<file path="config.mk">
export PLATFORM = sky130hd
export DESIGN_NAME = ledmux_scan_ctrl
export DESIGN_NICKNAME = d
export VERILOG_FILES = /design/src/rtl/ledmux_scan_ctrl.sv
export SDC_FILE = /design/constraint.sdc
export NUM_CORES = 1
export LEC_CHECK = 0
export BUFFER_PORTS_ARGS = -buffer_cell sky130_fd_sc_hd__buf_2
export CORE_MARGIN = 1
export CORE_UTILIZATION = 50
export CTS_BUF_LIST = sky130_fd_sc_hd__clkbuf_2
export DETAILED_ROUTE_END_ITERATION = 10
export PLACE_DENSITY = 0.66
export SYNTH_ARGS = -nofsm -noshare
export SYNTH_HDL_FRONTEND = slang
export SYNTH_SLANG_ARGS = --single-unit
</file>
<file path="constraint.sdc">
create_clock -name clk -period 2.8 [get_ports clk]
set_input_delay 0.56 -clock clk [delete_from_list [all_inputs] [get_ports clk]]
set_output_delay 0.56 -clock clk [all_outputs]
set_load 0.03 [all_outputs]
</file>
<file path="src/rtl/ledmux_scan_ctrl.sv">
// Column-scan sequencer for the X/Y 8x8 LED panels with a double-buffered frame.
// Bytes from the SPI receiver fill the back buffer; it is promoted to the front only at a scan wrap.
module ledmux_scan_ctrl #(
  parameter int unsigned DWELL  = 16384,
  parameter int unsigned NBYTES = 16
) (
  input  logic       clk,
  input  logic       reset,
  input  logic       enable,
  input  logic       frame_start,
  input  logic       byte_valid,
  input  logic [7:0] byte_data,
  output logic [7:0] row,
  output logic [7:0] colx,
  output logic [7:0] coly,
  output logic       frame_ack,
  output logic       overrun
);

  localparam int unsigned DW = $clog2(DWELL);
  localparam int unsigned IW = $clog2(NBYTES);
  localparam logic [DW-1:0] DWELL_LAST = DW'(DWELL - 2);
  localparam logic [IW-1:0] IDX_LAST   = IW'(NBYTES - 1);

  typedef enum logic [1:0] {IDLE, BLANK, DRIVE} state_t;

  // Byte i of the frame sits at element i, so element 0 is bits 127:120 (X column 0).
  logic [0:NBYTES-1][7:0] front_q, back_q;
  logic                   pending_q;
  logic [IW-1:0]          wr_idx_q, wr_sel;
  logic                   accept;

  state_t        state_q, state_d;
  logic [IW-1:0] col_q, col_d;
  logic [DW-1:0] dwell_q, dwell_d;
  logic          swap;
  logic [7:0]    row_d, colx_d, coly_d;

  // ---------------------------------------------------------------------------
  // Scan FSM: next state and the output values that go with it
  // ---------------------------------------------------------------------------
  always_comb begin
    // NOTE: every signal written here gets a default first so no latch is inferred.
    state_d = state_q;
    col_d   = col_q;
    dwell_d = dwell_q;
    swap    = 1'b0;

    unique case (state_q)
      IDLE: begin
        swap = pending_q;
        if (enable) begin
          state_d = BLANK;
          col_d   = '0;
        end
      end
      BLANK: begin
        state_d = DRIVE;
        dwell_d = '0;
      end
      DRIVE: begin
        dwell_d = dwell_q + 1'b1;
        if (dwell_q == DWELL_LAST) begin
          state_d = BLANK;
          col_d   = col_q + 1'b1;
          // A frame that completed on this very edge is not yet in pending_q, so it waits a scan.
          swap    = pending_q && (col_q == IDX_LAST);
        end
      end
      default: state_d = IDLE;
    endcase

    if (!enable) begin
      state_d = IDLE;
      col_d   = '0;
      dwell_d = '0;
      if (state_q != IDLE) swap = 1'b0;
    end

    // Outputs are registered, so decode them from the state being entered.
    row_d  = '0;
    colx_d = '0;
    coly_d = '0;
    if (state_d == DRIVE) begin
      row_d = front_q[col_d];
      if (!col_d[3]) colx_d = 8'd1 << col_d[2:0];
      else           coly_d = 8'd1 << col_d[2:0];
    end
  end

  // NOTE: sequential state uses non-blocking assignments only, so every register sees pre-edge values.
  always_ff @(posedge clk or negedge reset) begin
    if (!reset) begin
      state_q   <= IDLE;
      col_q     <= '0;
      dwell_q   <= '0;
      row       <= '0;
      colx      <= '0;
      coly      <= '0;
      frame_ack <= 1'b0;
      front_q   <= '0;
    end else begin
      state_q   <= state_d;
      col_q     <= col_d;
      dwell_q   <= dwell_d;
      row       <= row_d;
      colx      <= colx_d;
      coly      <= coly_d;
      frame_ack <= swap;
      if (swap) front_q <= back_q;
    end
  end

  // ---------------------------------------------------------------------------
  // Write path: fill the back buffer, flag a complete frame, detect overrun
  // ---------------------------------------------------------------------------
  assign wr_sel = frame_start ? '0 : wr_idx_q;
  assign accept = byte_valid && !pending_q;

  // NOTE: both frame buffers are reset explicitly; a reset must leave a blank display, not stale data.
  always_ff @(posedge clk or negedge reset) begin
    if (!reset) begin
      back_q    <= '0;
      wr_idx_q  <= '0;
      pending_q <= 1'b0;
      overrun   <= 1'b0;
    end else begin
      if (accept) begin
        back_q[wr_sel] <= byte_data;
        wr_idx_q       <= wr_sel + 1'b1;
        if (wr_sel == IDX_LAST) pending_q <= 1'b1;
      end else if (frame_start) begin
        wr_idx_q <= '0;
      end

      // swap and accept never coincide: one needs pending set, the other clear.
      if (swap) pending_q <= 1'b0;

      if (byte_valid && pending_q) overrun <= 1'b1;
      else if (frame_start)        overrun <= 1'b0;
    end
  end

endmodule
</file>
=== Word-level counts from Yosys, hierarchy flattened ===
Cells that the tools add are included.

* Flip-flop bits (word level): 307
* Bits in latches: 0
* RAM bits: 0
* Memory bits (read-only): 0
* Input bits: 13
* Output and inout port bits: 26
* Memories kept: 0

* $add $sub $neg: 3
* $mul: 0
* Div/mod/pow operators: 0
* Magnitude comparators: 3
* Eq/ne operators: 7
* Shift operators: 1
* Muxes and demuxes: 30
* Bitwise logic cells: 2
* Reduce and logical (&&, ||, !) cells: 11

{| class="wikitable"
|+ Operators by type and width
! kind !! count
|-
| bitwise mux 128 bit || 1
|-
| 2-to-1 mux 8 bit || 8
|-
| binary-select mux 8 bit (select 4 bit) || 1
|-
| demux 8 bit (select 4 bit) || 1
|-
| one-hot mux 14 bit (2 select lines) || 1
|-
| 2-to-1 mux 4 bit || 4
|-
| adder 14 x 1 -> 14 bit, second input constant || 1
|-
| equality test 14 bit, second input constant || 1
|-
| 2-to-1 mux 14 bit || 1
|-
| greater-or-equal comparator 5 bit, second input constant || 2
|-
| inverter 4 -> 5 bit || 2
|-
| adder 4 x 1 -> 4 bit, second input constant || 2
|-
| equality test 4 bit, second input constant || 2
|-
| 2-to-1 mux 1 bit || 8
|-
| one-hot mux 4 bit (2 select lines) || 1
|-
| nonzero test 2 bit || 4
|-
| << shifter 1 x 3 -> 8 bit, first input constant || 1
|-
| one-hot mux 2 bit (3 select lines) || 1
|-
| < comparator 5 x 1 -> 1 bit, second input constant || 1
|-
| equality test 2 bit, second input constant || 2
|-
| logical AND 1 bit || 4
|-
| 2-to-1 mux 2 bit || 2
|-
| inequality test 3 x 1 -> 1 bit, second input constant || 1
|-
| equality test 2 x 1 -> 1 bit, second input constant || 1
|-
| 4 further kinds || 4
|}

=== Depth between registers and ports, before layout ===
* Depth after elaboration: 9
* Mapped depth: 12
* Gate-level depth less buffers: 10

=== Worst setup path after synthesis ===
No wires, ideal clock.

* Kind: reg-to-reg
* From: register dwell_q[0]
* To: register row[5]
* Arrival: 2609 ps
* Required time: 2676 ps
* Setup slack: 67 ps
* Stages on the path, launching flop included: 10
* Path buffers: 2
* Cells stage by stage: dfrtp_1 inv_1 ha_1 nand4b_4 nor4_4 mux2i_1 clkbuf_1 buf_1 a311oi_1 a211o_1

* Longest elaborated chain between the ends: 9

{| class="wikitable"
|+ Ends and longest elaborated chain
! element !! RTL line !! source
|-
| start, declared || 35 || <nowiki>logic [DW-1:0] dwell_q, dwell_d;</nowiki>
|-
| start signal, assigned || 105 || <nowiki>dwell_q <= dwell_d;</nowiki>
|-
| equality test 14 bit || 63 || <nowiki>if (dwell_q == DWELL_LAST) begin</nowiki>
|-
| 2-to-1 mux 4 bit || 63 ||
|-
| one-hot mux 4 bit (2 select lines) || 49 || <nowiki>unique case (state_q)</nowiki>
|-
| 2-to-1 mux 4 bit || 73 || <nowiki>if (!enable) begin</nowiki>
|-
| via col_d[1] || 34 || <nowiki>logic [IW-1:0] col_q, col_d;</nowiki>
|-
| inverter 4 -> 5 bit (not written as such) || 85 || <nowiki>row_d = front_q[col_d];</nowiki>
|-
| binary-select mux 8 bit (select 4 bit) || 85 ||
|-
| 2-to-1 mux 8 bit (not written as such) (2 in a row) || 85 ||
|-
| 2-to-1 mux 8 bit || 84 || <nowiki>if (state_d == DRIVE) begin</nowiki>
|-
| via row_d[5] || 37 || <nowiki>logic [7:0] row_d, colx_d, coly_d;</nowiki>
|-
| end signal, assigned || 106 || <nowiki>row <= row_d;</nowiki>
|-
| end, declared || 13 || <nowiki>output logic [7:0] row,</nowiki>
|}

The timed path passes the listed nets, and every way through them passes these cells. The select of a mux whose other input is x is not followed.
A chain may end at the register's enable or synchronous reset.

=== Worst setup path in the final report ===
* From: register dwell_q[0]
* To: register row[2]

* Longest elaborated chain between the ends: 9

{| class="wikitable"
|+ Ends and longest elaborated chain
! element !! RTL line
|-
| equality test 14 bit * || 63
|-
| 2-to-1 mux 4 bit || 63
|-
| one-hot mux 4 bit (2 select lines) || 49
|-
| 2-to-1 mux 4 bit || 73
|-
| inverter 4 -> 5 bit (not written as such) || 85
|-
| binary-select mux 8 bit (select 4 bit) || 85
|-
| 2-to-1 mux 8 bit (not written as such) (2 in a row) || 85
|-
| 2-to-1 mux 8 bit * || 84
|-
| via row_d[2] || 37
|}

The timed path passes the listed nets; every way through them passes the cells marked *. The select of a mux whose other input is x is not followed.

==> flow_summary.yaml <==
floorplan:
  core_area_sq_um: 25180
  die_w_microns: 162.4
  die-area_sq_um: 26380
  ios: 39
  num_rows: 58
  initial_core_util_pct: 51.10
  die_h_microns: 162.4
logic_synthesis:
  ys_seq_area_share_pct: 59.70
  synthFlopType: "dfrtp_1"
  synth_top_area_share_pct: 59.70
  netlist_top_cells_area: "dfrtp_1 60%, mux2_2 22%, nand2_1 2.8%, a311oi_1 2.0%, a211oi_1 1.6%"
  syn_inst: 965
  synthesis.area_sq_um: 12870
  ys_ff_latch: 307
  synth_nets: 985
  synth_edf_count: 0
  synth_warnings: 0
  synth_cell_types: 46
  yosysTopAreaCell: "dfrtp_1"
  ys_async_sr_fraction_pct: 100.0
  avgSynthCellArea_sq_um: 13.34
finish:
  fillers: 1974
  fin_nets: 1160
  final_cells: 1529
  syn_to_final_growth_pct: 21.64
  drive_gt1_share_pct: 47.91
grt:
  grtUsageTotal_pct: 24.11
  grt_overflow: 0
  grt_pass1_wl_mm: 48.07
  grt_pass1_vias: 8649
  antenna_found_initial: 1
  grt_max_degree: 74
cts:
  clock_path_buffers: 3
  clk_latency_ns: 0.89
  cts_tree: "yes"
  numCtsBuffers: 79
  h-tree-depth: 3
  clkSlewWorstSetupHoldPaths_ns: 0.11
  root_buffer: "clkbuf_2"
  cts.sinks: 307
setup_path:
  cp_slowest_cell: "or4_4"
  cp.arrival_ns: 3.57
  cp_slowest_stage_delay_ns: 0.54
  worstPathCellList: "inv_1 > ha_2 > nand4b_4 > or4_4 > o211a_4 > buf_12 > buf_6 > a211oi_2 > a311oi_1 > or4_1"
  cp_data_required_time_ns: 3.50
  path_class: "reg -> reg"
  worst-path-max-fanout: 8
  worstSetupEndpointType: "flop"
  critPathLaunchType: "flop"
routing:
  finalWirelength_mm: 31.59
  vias_per_cell: 5.586
  final_antenna_net_count: 0
  vias: 8541
  wire_per_inst_microns: 20.66
  dr.pass1.iters: 5
  drt_iter0_markers: 680
  drc_errors: 0
sta:
  setup_viol: 6
  tightestPinTransition_ns: 0.6423
  finalWorstSetupSlack_ns: -0.06514
  rsz0062_at_grt: "yes"
  finalHoldViolCount: 0
  maxSlewViolCount: 0
  holdWs_ns: 0.2054
  clock-skew-final_ns: 0.09559
  max_freq_mhz: 349.0
  period_needed_ns: 2.865
  post-route-period-util_pct: 102.3
  maxSlewHeadroom_pct: 57.08
  finalSetupTns_ns: -0.2181
hold_path:
  holdCritPathClass: "in -> reg"
power_and_ir_drop:
  ir_drop_mv: 0.3738
  power_density_nw_per_um2: 527.4
  power_leakage_nw: 7.746
place:
  io_buffers: 38
  gp_congestion: 0.7825
  dp_hpwl_mm: 18.69
  placedCellCount: 1356
outcome:
  status: "finished, violations left"
  violations: "setup timing"
run:
  cap_violations: 0
layer usage:
metal	global-route usage, %	vias to the layer above	share of wire (%)
met3	4.482	57	4.9
met1	32.86	4405	45
met2	38.91	216	48
li1	-	3863	-
met5	0	-	0
met4	8.105	0	2.1
per-stage QoR:
step	power (mW)	util [%]	setup WS [ns]	cell area [sq um]
6_report	8.256	62.16	-0.06514	15650
3_5_place_dp	5.376	56.00	-0.1187	14100
4_1_cts	8.363	60.47	-0.06396	15230
2_1_floorplan	5.094	-	0.06698	12870
5_1_grt	8.652	62.16	-0.1711	15650
3_3_place_gp	5.357	56.00	-0.04084	14100
synth_stat cells, types with 2 or more instances:
cell type / count
buf_2: 21
or2_2: 2
a21oi_1: 5
buf_6: 2
nand3_1: 4
and3_1: 6
dfrtp_1: 307
inv_1: 12
or4_1: 7
a211oi_2: 3
nor2b_1: 4
ha_1: 7
buf_1: 3
a211oi_1: 28
a2111oi_0: 3
clkbuf_1: 29
a31oi_1: 7
and2_1: 30
nand4_1: 10
o21ai_0: 27
nor2_1: 33
mux2_2: 256
nand2_1: 97
xnor2_1: 5
a311oi_1: 30
o21a_1: 3
nand2b_1: 4
nor3b_1: 2
power breakdown:
group | internal [mW] | switching (mW) | total (mW)
Clock | 1.16 | 1.80 | 2.96
Combinational | 0.253 | 0.316 | 0.569
Sequential | 4.63 | 0.0979 | 4.73
Total | 6.05 | 2.21 | 8.26
cell families (layout without fill, tap and decap cells):
kind of cell	after synthesis	count (layout)	synth area share, %
and+or+nand+nor	208	208	8.089
AOI/OAI and AO/OA	112	112	6.310
xor gates and xnor gates	6	6	0.4084
DFF	307	307	59.70
other	0	1	0
muxes	257	257	22.48
buffers and inverters	68	301	2.333
adders and majority gates	7	7	0.6806
cells in the final DEF, fill, tap and decap left out, types with 11 or more instances in the layout:
master and n:
a311oi_1 25, clkinv_1 21, mux2_2 256, clkbuf_2 111
o21ai_0 27, clkbuf_16 11, and2_1 29, buf_4 59
buf_12 22, a211oi_2 25, nand2_1 95, buf_2 37
nor2_1 32, dfrtp_1 307
final cells by class:
cell class	instances	area (sq um)	area share (%)
Clock buffer	111	555.5	3.549
Inverter	12	47.55	0.3037
Tap cell	330	412.9	2.638
Sequential cell	307	7682	49.08
Clock inverter	28	140.1	0.8952
Multi-Input combinational cell	590	5149	32.89
Timing Repair Buffer	150	1664	10.63
Antenna cell	1	2.502	0.01599
worst max-delay path: cells and delay by family, from the launching register on:
family / cells / cell delay [ns]
DFF: 1 / 0.39
and+or+nand+nor: 3 / 1.21
buffers and inverters: 3 / 0.35
AOI/OAI and AO/OA: 3 / 0.53
adders and majority gates: 1 / 0.19
sequential cells by signal, indices dropped and copies added (netlist names), 4 cells and up:
name	count
back_q	128
dwell_q	14
coly	8
col_q	4
wr_idx_q	4
colx	8
front_q	128
row	8
repair_timing:
action	CTS	global route
gates cloned	5	11
gates resized for setup	39	27
setup buffers	8	7
endpoints found under the setup margin	12	90
pin swaps	27	16
hold buffers	5	0
endpoints found under the hold margin	73	0
final timing paths:
path	cells after the start	to	startpoint	slack, ns
max in group asynchronous	3	back_q[118]	reset	1.70
hold reg to reg	1	front_q[81]	back_q[81]	0.45
min in group asynchronous	2	front_q[29]	reset	0.24
setup reg to reg	10	row[2]	dwell_q[0]	-0.07
setup / recovery	10	row[2]	dwell_q[0]	-0.07
hold / removal	2	back_q[51]	byte_data[3]	0.21
(Power assumes the default switching activity.)
